<file path="config.mk">
export PLATFORM = sky130hd
export DESIGN_NAME = snoop_responder
export DESIGN_NICKNAME = d
export VERILOG_FILES = /design/src/rtl/snoop_responder.sv
export SDC_FILE = /design/constraint.sdc
export NUM_CORES = 1
export LEC_CHECK = 0
export CELL_PAD_IN_SITES_DETAIL_PLACEMENT = 1
export CELL_PAD_IN_SITES_GLOBAL_PLACEMENT = 1
export CORE_UTILIZATION = 35
export CTS_BUF_LIST = sky130_fd_sc_hd__clkbuf_8
export DETAILED_ROUTE_END_ITERATION = 6
export GPL_ROUTABILITY_DRIVEN = 0
export PLACE_DENSITY_LB_ADDON = 0.1
export SKIP_LAST_GASP = 1
export SYNTH_ARGS = -nofsm -noshare
export SYNTH_HDL_FRONTEND = slang
export SYNTH_SLANG_ARGS = --single-unit
export TNS_END_PERCENT = 10
</file>
<file path="constraint.sdc">
create_clock -name Clock -period 2.51 [get_ports Clock]
set_clock_uncertainty 0.1 [all_clocks]
set_input_delay 0.753 -clock Clock [delete_from_list [all_inputs] [get_ports Clock]]
set_output_delay 0.753 -clock Clock [all_outputs]
set_load 0.01 [all_outputs]
</file>
<file path="src/rtl/snoop_responder.sv">
// Snoop responder for a 4-line MSI cache.
// Watches the common data bus for misses and invalidates from other cores.
// It downgrades or invalidates local lines as needed. When a foreign miss
// hits a Modified line, it suppresses the memory reply and writes the dirty
// data back.
module snoop_responder (
    input  logic        Clock,
    input  logic        Resetn,
    input  logic [1:0]  MyId,
    input  logic        BusValid,
    input  logic [21:0] CDBIn,
    input  logic        LocalWe,
    input  logic [1:0]  LocalAddr,
    input  logic [1:0]  LocalState,
    input  logic [15:0] LocalData,
    input  logic [1:0]  QueryAddr,
    output logic [1:0]  QueryState,
    output logic [15:0] QueryData,
    output logic [15:0] WbData,
    output logic        dataWB,
    output logic        abortMem,
    output logic        Busy,
    output logic        Overrun
);

    typedef enum logic [1:0] {
        ST_IDLE   = 2'd0,
        ST_LOOKUP = 2'd1,
        ST_ABORT  = 2'd2,
        ST_WB     = 2'd3
    } state_t;

    localparam logic [1:0] OP_NONE = 2'b00;
    localparam logic [1:0] OP_RM   = 2'b01;
    localparam logic [1:0] OP_WM   = 2'b10;
    localparam logic [1:0] OP_INV  = 2'b11;

    localparam logic [1:0] MSI_I = 2'b00;
    localparam logic [1:0] MSI_S = 2'b01;
    localparam logic [1:0] MSI_M = 2'b10;

    state_t            state_q, state_d;
    logic [1:0]        op_q, op_d;
    logic [1:0]        addr_q, addr_d;
    logic [3:0][1:0]   line_state_q, line_state_d;
    logic [3:0][15:0]  line_data_q, line_data_d;
    logic [15:0]       wb_data_q, wb_data_d;
    logic              data_wb_q, data_wb_d;
    logic              abort_mem_q, abort_mem_d;
    logic              overrun_q, overrun_d;

    logic [1:0]        bus_op;
    logic [1:0]        bus_src;
    logic [1:0]        bus_addr;
    logic              foreign_tx;
    logic              busy;
    logic [1:0]        lookup_state;
    logic              unused_bus_data;

    // Bus word field decode; the snooper never consumes the bus data field
    assign bus_op          = CDBIn[21:20];
    assign bus_src         = CDBIn[19:18];
    assign bus_addr        = CDBIn[17:16];
    assign unused_bus_data = ^CDBIn[15:0];

    assign foreign_tx   = BusValid && (bus_op != OP_NONE) && (bus_src != MyId);
    assign busy         = (state_q != ST_IDLE);
    assign lookup_state = line_state_q[addr_q];

    // Next-state logic: local writes, capture, lookup decisions and write-back sequencing
    always_comb begin
        state_d      = state_q;
        op_d         = op_q;
        addr_d       = addr_q;
        line_state_d = line_state_q;
        line_data_d  = line_data_q;
        wb_data_d    = wb_data_q;
        data_wb_d    = 1'b0;
        abort_mem_d  = 1'b0;
        overrun_d    = overrun_q;

        // Local updates land at the same edge as a capture, so LOOKUP sees them
        if (LocalWe && !busy) begin
            line_state_d[LocalAddr] = (LocalState == 2'b11) ? MSI_I : LocalState;
            line_data_d[LocalAddr]  = LocalData;
        end

        if (foreign_tx && busy) begin
            overrun_d = 1'b1;
        end

        case (state_q)
            ST_IDLE: begin
                if (foreign_tx) begin
                    op_d    = bus_op;
                    addr_d  = bus_addr;
                    state_d = ST_LOOKUP;
                end
            end
            ST_LOOKUP: begin
                state_d = ST_IDLE;
                if (lookup_state == MSI_M) begin
                    if (op_q == OP_INV) begin
                        line_state_d[addr_q] = MSI_I;
                    end else begin
                        state_d     = ST_ABORT;
                        abort_mem_d = 1'b1;
                    end
                end else if (lookup_state == MSI_S && op_q != OP_RM) begin
                    line_state_d[addr_q] = MSI_I;
                end
            end
            ST_ABORT: begin
                state_d   = ST_WB;
                data_wb_d = 1'b1;
                wb_data_d = line_data_q[addr_q];
            end
            ST_WB: begin
                line_state_d[addr_q] = (op_q == OP_RM) ? MSI_S : MSI_I;
                state_d              = ST_IDLE;
            end
            default: begin
                state_d = ST_IDLE;
            end
        endcase
    end

    // State, line storage and registered outputs; reset wipes any pending write-back
    always_ff @(posedge Clock or negedge Resetn) begin
        if (!Resetn) begin
            state_q      <= ST_IDLE;
            op_q         <= OP_NONE;
            addr_q       <= 2'd0;
            line_state_q <= '0;
            line_data_q  <= '0;
            wb_data_q    <= 16'h0000;
            data_wb_q    <= 1'b0;
            abort_mem_q  <= 1'b0;
            overrun_q    <= 1'b0;
        end else begin
            state_q      <= state_d;
            op_q         <= op_d;
            addr_q       <= addr_d;
            line_state_q <= line_state_d;
            line_data_q  <= line_data_d;
            wb_data_q    <= wb_data_d;
            data_wb_q    <= data_wb_d;
            abort_mem_q  <= abort_mem_d;
            overrun_q    <= overrun_d;
        end
    end

    assign QueryState = line_state_q[QueryAddr];
    assign QueryData  = line_data_q[QueryAddr];
    assign WbData     = wb_data_q;
    assign dataWB     = data_wb_q;
    assign abortMem   = abort_mem_q;
    assign Busy       = busy;
    assign Overrun    = overrun_q;

endmodule

</file>
==> results_dict.tcl, run 1 <==
set metrics [dict create \
    setup_viol 10 \
    drt_first_pass_iters 4 \
    finalCriticalPeriod_ns 2.59 \
    crit-reg2reg-launch "addr_q[0]" \
    rsz0062_at_grt "yes" \
    crit_start "QueryAddr[0]" \
    core_area_um2 12900 \
    critical_path_class "input pin to primary output" \
    cts_tree "yes" \
    post-route-worst-setup-slack_ns -0.0771 \
    library_cell_appearing_most_often_on_the_critical_path "sky130_fd_sc_hd__buf_6" \
    synth_xor_area_share_pct 0.373 \
    drt-wirelength-per-cell_um 21.2 \
    max_cap_violations 0 \
    placementRows 41 \
    die_y_um 118 \
    synth_top_family_by_area "multiplexers" \
    cts.path.max_buffers 2 \
    number_of_i_o_pins 88 \
    synth_seq_cells 97 \
    cpLargestDelayFamily "multiplexers" \
    finish.cell_count_without_fillers 562 \
    clock_power_share_pct 15.0 \
    overall_die_width_um 118 \
    swShare_pct 32.4 \
    worst-path-buf-inv 4 \
    final_net_count 435 \
    route.antenna.remaining_nets 0 \
    via_count 2991 \
    global_route.usage.total_pct 18.7 \
    synthDominantCellAreaShare_pct 51.7 \
    worstPathArrival_ns 1.73 \
    run_status "complete, but fails checks" \
    clkSlewWorstSetupHoldPaths_ns 0.09 \
    avgViaCountPerCell 5.32 \
    antenna_cells 0 \
    max_clock_freq_mhz 387 \
    failed_checks "setup timing" \
    finalSetupTns_ns -0.331 \
    grt_first_pass_wirelength_mm 19.5 \
    synth-compound-area-share_pct 1.68 \
    critical-path-max-stage-delay_ns 0.49 \
    timing.critical_path.to_type "primary output" \
    synth-simple-area-share_pct 4.18 \
    final_layout_size_suffix_gt1_share_pct 47.9 \
    timing.critical_path.required_ns 1.66 \
    maxSlewHeadroom_pct 65.9 \
    clock-root-buffer "sky130_fd_sc_hd__clkbuf_8" \
    grt_pass1_vias 3352 \
    seqPwrFrac_pct 42.7 \
    start_kind "input pin" \
    initial_cell_density_of_the_core_pct 36.5 \
    post_synth.cell_area_avg_um2 15.9 \
    total_switching_power_uw 2250 \
    synth.mux.area_fraction_pct 40.1 \
    cts-buffers-inserted 9 \
    hold_viol_final 0 \
    finalHoldWorstSlack_ns 0.238 \
    most-common-layout-cells "sky130_fd_sc_hd__dfrtp_1 (96), sky130_fd_sc_hd__mux2_2 (86), sky130_fd_sc_hd__clkdlybuf4s50_1 (50)" \
    post-route-period-util_pct 103 \
    syn-instance-count 296 \
    cellLeakagePower_uw 0.00248 \
    final_global_route_overflow_total 0 \
    crit_chain "buf_12 > buf_16 > buf_6 > mux4_2 > buf_6" \
    ys.flop_type "sky130_fd_sc_hd__dfrtp_1" \
    dp.final_hpwl_mm 7.90 \
    syn2layout_area_growth_pct 28.0 \
    drt_wl_total_mm 11.9 \
    drc_violations_left 0 \
    timing_worst_slew_pin_value_ns 0.512 \
    floorplan.die_area_um2 13900 \
    grt_start_max_net_pins 37 \
    drtIter0Drc 109 \
    fraction_of_synthesis_flops_using_an_asynchronous_set_or_reset_pin_pct 100 \
    syn_nets 346 \
    synth-warning-count 0 \
    worstHoldPathType "input pin to async pin" \
    synth.largest_area_cell "sky130_fd_sc_hd__dfrtp_1" \
    layout.cells.most_common "sky130_fd_sc_hd__dfrtp_1" \
    io_buffer_count 71 \
    worst-path-max-fanout 4 \
    critPathSlowestCell "sky130_fd_sc_hd__mux4_2" \
    antenna_found_initial 0 \
    power_frac_comb_pct 42.3 \
    synth_adder_area_share_pct 0 \
    cts.sink_count 97 \
    dp.cells 540 \
    htreeDepth 3 \
    netlist_area_um2 4700 \
    synth_seq_area_share_pct 51.7 \
    power-per-cell-area_nw_per_um2 1160 \
    synth_edf_count 0 \
    yosys-top-cells-area "sky130_fd_sc_hd__dfrtp_1 (52%), sky130_fd_sc_hd__mux2_2 (21%), sky130_fd_sc_hd__mux4_2 (17%)" \
    cts.hold.buffers_added 0 \
    synth.lib_cells_used.distinct 36 \
    worst_skew_pair.late_latency_ns 0.37 \
    peakVddDrop_mv 0.470 \
    timing_max_transition_violations_final 0 \
    cellInternalPower_uw 4710 \
]
## power by group through the flow
| stage | clock (uW) | combinational [uW] | sequential, uW |
|---|---|---|---|
| 3_5_place_dp | 0 | 3080 | 3010 |
| 6_report | 1040 | 2940 | 2970 |
| 5_1_grt | 1130 | 3170 | 3100 |
| 3_3_place_gp | 0 | 3010 | 2990 |
| 2_1_floorplan | 0 | 1970 | 2810 |
| 4_1_cts | 1080 | 3000 | 2980 |
## cells in the mapped netlist, types with 2 or more instances
| master | count |
|---|---|
| sky130_fd_sc_hd__mux4_2 | 35 |
| sky130_fd_sc_hd__inv_1 | 2 |
| sky130_fd_sc_hd__nand3_1 | 2 |
| sky130_fd_sc_hd__xnor2_1 | 2 |
| sky130_fd_sc_hd__nand2_1 | 6 |
| sky130_fd_sc_hd__nor2b_1 | 5 |
| sky130_fd_sc_hd__nor3b_1 | 2 |
| sky130_fd_sc_hd__mux2_2 | 86 |
| sky130_fd_sc_hd__buf_2 | 9 |
| sky130_fd_sc_hd__clkbuf_1 | 4 |
| sky130_fd_sc_hd__buf_1 | 2 |
| sky130_fd_sc_hd__mux2i_1 | 10 |
| sky130_fd_sc_hd__o21ai_0 | 3 |
| sky130_fd_sc_hd__nor2_1 | 7 |
| sky130_fd_sc_hd__a31oi_1 | 4 |
| sky130_fd_sc_hd__dfrtp_1 | 97 |
## through the flow
stage                     utilization [%]  setup WS [ns]  cell area [um2]  total power (uW)
after global placement               44.7         -0.853             5750              6000
final                                46.7        -0.0771             6010              6960
after detailed placement             44.7         -0.885             5750              6100
after CTS                            46.7        -0.0845             6020              7060
after floorplan                         -         0.0143             4710              4780
after global routing                 46.7         -0.110             6010              7400
## cell families (layout without fill, tap and decap cells)
kind of cell,after synthesis,count (layout)
multiplexers,132,132
flip-flops,97,97
AND/OR/NAND/NOR,34,34
buffers and inverters,19,113
AO/OA/AOI/OAI,12,12
XOR/XNOR,2,2
## what timing repair did
action                                  CTS  global route
gates cloned                              4             0
endpoints found under the setup margin   19            19
gates resized for setup                  89             1
setup buffers                             2             0
## path summary, 6_finish.rpt
check | to | slack, ns | cells after the start
worst max-delay path | QueryData[5] | -0.08 | 5
worst min-delay path | WbData[4] | 0.24 | 1
worst max register to register | line_state_q[0] | 0.32 | 5
worst min register to register | Overrun | 0.37 | 1
max in group asynchronous | line_state_q[1] | 1.50 | 2
min in group Clock | Overrun | 0.37 | 1
## per-layer routing
layer	part of all wire [%]	track usage (%)	routed length, um	vias to the layer above
met5	0	0	0	-
met4	1.8	7.13	213	0
met3	3.0	3.05	359	15
met2	51	31.1	6100	59
met1	44	24.4	5260	1612
li1	-	-	-	1305
## flip-flops by register name, summed over array words and instances (netlist names), named ones only
name          flops
dataWB            1
addr_q            2
Overrun           1
line_state_q      8
state_q           1
WbData           16
abortMem          1
line_data_q      64
op_q              2
## final cells by class
| type | count | area [um2] |
|---|---|---|
| Fill cell | 1308 | 6860 |
| Sequential cell | 97 | 2430 |
| Multi-Input combinational cell | 180 | 2180 |
| Timing Repair Buffer | 95 | 981 |
| Tap cell | 172 | 215 |
| Clock buffer | 10 | 138 |
| Clock inverter | 6 | 58.8 |
| Inverter | 2 | 7.51 |
No activity file was read; power rests on OpenSTA's default activity.
==> run 2, diff against run 1 <==
--- a/config.mk
+++ b/config.mk
@@ -13,2 +13,3 @@
 export GPL_ROUTABILITY_DRIVEN = 0
+export HOLD_SLACK_MARGIN = 0.02
 export PLACE_DENSITY_LB_ADDON = 0.1
==> constraint.sdc (replaced) <==
create_clock -name Clock -period 2.51 [get_ports Clock]
set_clock_uncertainty 0.1 [all_clocks]
set_input_delay 0.6275 -clock Clock [delete_from_list [all_inputs] [get_ports Clock]]
set_output_delay 0.6275 -clock Clock [all_outputs]
set_load 0.01 [all_outputs]
==> run 2 against run 1 <==
Net effect: the flow still finishes with violations (setup timing); sequential power down 2%; clock power about the same; die area stayed put; critical path depth shrank 1; total power shrank 0.83%; worst hold slack got worse by 0.13 ns; highest routed layer unchanged; setup slack improved by 0.072 ns; routed wire length shrank 3.6%; count of clock-buffer cells in the layout increased by 1; sequential share of layout area is 0.28 points lower.
==> results_dict.tcl, run 2 (same netlist as run 1, synthesis figures left out) <==
set metrics [dict create \
    setup_viol 1 \
    rsz0062_at_grt "yes" \
    placed_cell_area_um2 5720 \
    critical_path_class "input pin to primary output" \
    start_kind "input pin" \
    placementRows 41 \
    htreeDepth 3 \
    layout.cells.most_common "sky130_fd_sc_hd__dfrtp_1" \
    finalSetupTns_ns -0.00513 \
    cts-buffers-inserted 9 \
    setup.reg_to_reg.worst_slack_ns 0.41 \
    setup_slack_at_placement_ns -0.627 \
    worstPathArrival_ns 1.79 \
    global_route.usage.total_pct 18.3 \
    max_cap_violations 0 \
    final_area_um2 6050 \
    timing_worst_slew_pin_value_ns 0.512 \
    cts.sink_count 97 \
    drtIter0Drc 84 \
    die_y_um 118 \
    multiInputGateArea_um2 2180 \
    worst-path-max-fanout 8 \
    dp.final_hpwl_mm 7.33 \
    route.antenna.remaining_nets 0 \
    timing_max_transition_violations_final 0 \
    cts_tree "yes" \
    crit_start "QueryAddr[1]" \
    number_of_i_o_pins 88 \
    worst_skew_pair.late_latency_ns 0.38 \
    clkSlewWorstSetupHoldPaths_ns 0.11 \
    hold_viol_final 0 \
    clock-root-buffer "sky130_fd_sc_hd__clkbuf_8" \
    worstHoldPathType "input pin to async pin" \
    largest_register_by_flop_count "line_data_q" \
    cts.hold.buffers_added 0 \
    drt-wirelength-per-cell_um 20.5 \
    finalCriticalPeriod_ns 2.52 \
    grt_pass1_vias 3308 \
    antenna_found_initial 0 \
    seq_area_um2 2430 \
    finalCoreUtilization_pct 47.0 \
    power-per-cell-area_nw_per_um2 1140 \
    cellLeakagePower_uw 0.00249 \
    drt_wl_total_mm 11.5 \
    timing.critical_path.required_ns 1.78 \
    run_status "complete, but fails checks" \
    final_layout_size_suffix_gt1_share_pct 44.9 \
    floorplan.die_area_um2 13900 \
    reg_to_reg_end "line_state_q[2]" \
    io_buffer_count 71 \
    avgViaCountPerCell 5.27 \
    initial_cell_density_of_the_core_pct 36.5 \
    drc_violations_left 0 \
    syn2layout_area_growth_pct 28.9 \
    max_clock_freq_mhz 398 \
    layout.filler_cells 1263 \
    timing.critical_path.to_type "primary output" \
    cts.path.max_buffers 2 \
    finalHoldWorstSlack_ns 0.108 \
    post-route-worst-setup-slack_ns -0.00513 \
    antenna_cells 0 \
    grt_first_pass_wirelength_mm 18.9 \
    via_count 2960 \
    drt_first_pass_iters 4 \
    overall_die_width_um 118 \
    crit-reg2reg-launch "addr_q[0]" \
    final_global_route_overflow_total 0 \
    r2r_cells 5 \
    largest_register_ffs 64 \
    post-route-period-util_pct 100 \
    grt_start_max_net_pins 44 \
    final_net_count 435 \
    peakVddDrop_mv 0.435 \
    maxSlewHeadroom_pct 65.8 \
    failed_checks "setup timing" \
    core_area_um2 12900 \
    most-common-layout-cells "sky130_fd_sc_hd__dfrtp_1 (96), sky130_fd_sc_hd__mux2_2 (86), sky130_fd_sc_hd__clkdlybuf4s50_1 (50)" \
]
## run 2: cell types whose count changed in the layout (fill, tap and decap cells not counted), moves of 2 or more
cell	previous run	this run
sky130_fd_sc_hd__buf_2	16	0
sky130_fd_sc_hd__dlygate4sd2_1	0	14
sky130_fd_sc_hd__clkdlybuf4s15_2	2	5
sky130_fd_sc_hd__inv_6	1	4
sky130_fd_sc_hd__buf_12	7	5
sky130_fd_sc_hd__buf_16	4	2
sky130_fd_sc_hd__buf_4	14	16
sky130_fd_sc_hd__inv_1	4	2
## run 2: layer usage
| metal | GRT usage (%) | part of all wire (%) |
|---|---|---|
| met2 | 31.4 | 52 |
| met4 | 4.81 | 1.2 |
| met3 | 4.80 | 3.2 |
| met5 | 0 | 0 |
| met1 | 22.6 | 43 |
## run 2: worst max-delay path: stages
cell and delay, ns:
sky130_fd_sc_hd__clkdlybuf4s15_2 0.24, sky130_fd_sc_hd__bufbuf_16 0.30, sky130_fd_sc_hd__mux4_2 0.31, sky130_fd_sc_hd__dlygate4sd2_1 0.30
## run 2: worst max path at each step
stage	slack (ns)	end	cells after the start
after detailed placement	-0.63	QueryState[1]	4
final	-0.005	QueryState[0]	4
after global placement	-0.63	QueryState[1]	4
after CTS	-0.01	QueryState[0]	4
after floorplan	0.01	QueryData[10]	3
after global routing	-0.03	QueryState[0]	4
## run 2: report_power, final
group          switching [uW]  internal (uW)  leakage [uW]  total, uW
Clock                     595            431      0.000101       1030
Combinational            1070           1900       0.00123       2980
Sequential                565           2330       0.00117       2900
Total                    2230           4670       0.00249       6900
## run 2: through the flow
stage,cells,power (uW)
floorplan,296,4770
global placement,537,5920
detailed placement,537,6030
CTS,561,7010
global route,562,7390
finish,562,6900
## run 2: final cells by class
| cell class | count | share of cell area, % |
|---|---|---|
| clock inverters | 5 | 0.723 |
| repair buffers | 95 | 16.9 |
| flip-flops and latches | 97 | 40.1 |
| inverters | 2 | 0.124 |
| clock buffers | 11 | 2.50 |
| multi-input cells | 180 | 36.1 |
| well taps | 172 | 3.55 |
## run 2: what timing repair did
| item | CTS | global route |
|---|---|---|
| cloned | 3 | 1 |
| setup buffers | 5 | 0 |
| resized for setup | 37 | 1 |
| setup endpoints to repair | 18 | 15 |
==> run 3, diff against run 2 <==
CELL_PAD_IN_SITES_DETAIL_PLACEMENT = 0   (was 1)
CELL_PAD_IN_SITES_GLOBAL_PLACEMENT = 2   (was 1)
==> run 3 against run 2 <==
Net effect: count of clock-buffer cells in the layout did not move; maximum frequency fell by 0.12%; die area did not move; total power fell by 1.1%; the flow still finishes with violations (setup timing); sequential share of layout area barely moved; highest routed layer unchanged; non-clock buffer count rose by 4.
==> results_dict.tcl, run 3 (same netlist as run 1, synthesis figures left out) <==
set metrics [dict create \
    drt_wl_total_mm 11.2 \
    htreeDepth 3 \
    worst_skew_pair.late_latency_ns 0.38 \
    setup_viol 4 \
    grt_first_pass_wirelength_mm 18.4 \
    cts.sink_count 97 \
    post-route-worst-setup-slack_ns -0.00808 \
    finalSetupTns_ns -0.0162 \
    most-common-layout-cells "sky130_fd_sc_hd__dfrtp_1 (96), sky130_fd_sc_hd__mux2_2 (86), sky130_fd_sc_hd__clkdlybuf4s50_1 (50)" \
    run_status "complete, but fails checks" \
    antenna_cells 0 \
    drc_violations_left 0 \
    timing.critical_path.to_type "primary output" \
    largest_register_by_flop_count "line_data_q" \
    layout.cells.most_common "sky130_fd_sc_hd__dfrtp_1" \
    global_route.usage.total_pct 17.9 \
    r2r_cells 4 \
    post-route-period-util_pct 100 \
    initial_cell_density_of_the_core_pct 36.5 \
    overall_die_width_um 118 \
    die_y_um 118 \
    placementRows 41 \
    start_kind "input pin" \
    power_frac_comb_pct 43.2 \
    cts-buffers-inserted 9 \
    final_global_route_overflow_total 0 \
    antenna_found_initial 0 \
    cts.path.max_buffers 2 \
    core_area_um2 12900 \
    largest_register_ffs 64 \
    clkSlewWorstSetupHoldPaths_ns 0.09 \
    swShare_pct 31.9 \
    peakVddDrop_mv 0.471 \
    cts_tree "yes" \
    drt_first_pass_iters 4 \
    syn2layout_area_growth_pct 28.8 \
    cellLeakagePower_uw 0.00250 \
    worstHoldPathType "input pin to async pin" \
    finalCriticalPeriod_ns 2.52 \
    route.antenna.remaining_nets 0 \
    timing_worst_slew_pin_value_ns 0.577 \
    maxSlewHeadroom_pct 61.5 \
    finalHoldWorstSlack_ns 0.140 \
    cellInternalPower_uw 4650 \
    rsz0062_at_grt "yes" \
    io_buffer_count 71 \
    failed_checks "setup timing" \
    avgViaCountPerCell 5.25 \
    drtIter0Drc 170 \
    hold_viol_final 0 \
    final_layout_size_suffix_gt1_share_pct 44.2 \
    floorplan.die_area_um2 13900 \
    drt-wirelength-per-cell_um 19.9 \
    final_net_count 439 \
    worst-path-max-fanout 8 \
    seqPwrFrac_pct 42.7 \
    via_count 2970 \
    number_of_i_o_pins 88 \
    critical_path_class "input pin to primary output" \
    layout.filler_cells 1169 \
    worstPathArrival_ns 1.79 \
    total_switching_power_uw 2180 \
    grt_start_max_net_pins 43 \
    timing.critical_path.required_ns 1.78 \
    max_cap_violations 0 \
    grt_pass1_vias 3155 \
    clock_power_share_pct 14.1 \
    dp.final_hpwl_mm 7.29 \
    clock-root-buffer "sky130_fd_sc_hd__clkbuf_8" \
    power-per-cell-area_nw_per_um2 1130 \
    max_clock_freq_mhz 397 \
    timing_max_transition_violations_final 0 \
]
## run 3: final cells by class
type / count / area [um2] / area share [%]
sequential: 97 / 2430 / 40.2
multi-input combinational: 180 / 2180 / 36.1
clock buffer: 11 / 151 / 2.50
clock inverter: 5 / 30.0 / 0.496
inverter: 2 / 7.51 / 0.124
timing repair buffer: 99 / 1030 / 17.0
tap: 172 / 215 / 3.56
## run 3: timing repair
action                                  4_1_cts  5_1_grt
buffers inserted                              8        0
gates resized for setup                      34        0
endpoints found under the setup margin       18       15
gates cloned                                  2        0
hold buffers                                  0        0
## run 3: metal layers
layer | vias up | track usage [%] | share of wire (%)
met5 | - | 0 | 0
met4 | 0 | 5.21 | 1.5
met3 | 11 | 4.94 | 3.9
met2 | 74 | 27.9 | 49
met1 | 1568 | 24.2 | 46
li1 | 1317 | - | -
## run 3: per-stage QoR
| stage | area (um2) | worst slack (ns) | std cells | power (uW) | utilization [%] |
|---|---|---|---|---|---|
| 2_1_floorplan | 4700 | 0.0141 | 296 | 4770 | - |
| 4_1_cts | 6050 | -0.0258 | 566 | 6930 | 47.0 |
| 6_report | 6050 | -0.00808 | 566 | 6830 | 47.0 |
| 3_3_place_gp | 5750 | -0.630 | 540 | 5950 | 44.7 |
| 3_5_place_dp | 5750 | -0.632 | 540 | 6020 | 44.7 |
| 5_1_grt | 6050 | -0.0470 | 566 | 7290 | 47.0 |
## run 3: path summary, 6_finish.rpt
kind | startpoint | endpoint | slack, ns
hold reg to reg | Overrun | Overrun | 0.37
max in group asynchronous | Resetn | WbData[9] | 1.54
setup reg to reg | addr_q[0] | line_state_q[5] | 0.41
setup / recovery | QueryAddr[1] | QueryState[1] | -0.008
min in group Clock | Overrun | Overrun | 0.37
hold / removal | Resetn | WbData[4] | 0.14
## run 3: critical path, cell delays in order
cell	delay, ns
sky130_fd_sc_hd__clkdlybuf4s15_2	0.24
sky130_fd_sc_hd__bufbuf_16	0.30
sky130_fd_sc_hd__mux4_2	0.31
sky130_fd_sc_hd__dlygate4sd2_1	0.31
## run 3: power groups by stage
| stage | sequential, uW | combinational (uW) | clock, uW |
|---|---|---|---|
| final | 2910 | 2950 | 962 |
| after global routing | 3050 | 3170 | 1070 |
| after CTS | 2920 | 3000 | 1010 |
| after detailed placement | 2950 | 3070 | 0 |
| after global placement | 2920 | 3030 | 0 |
| after floorplan | 2810 | 1970 | 0 |
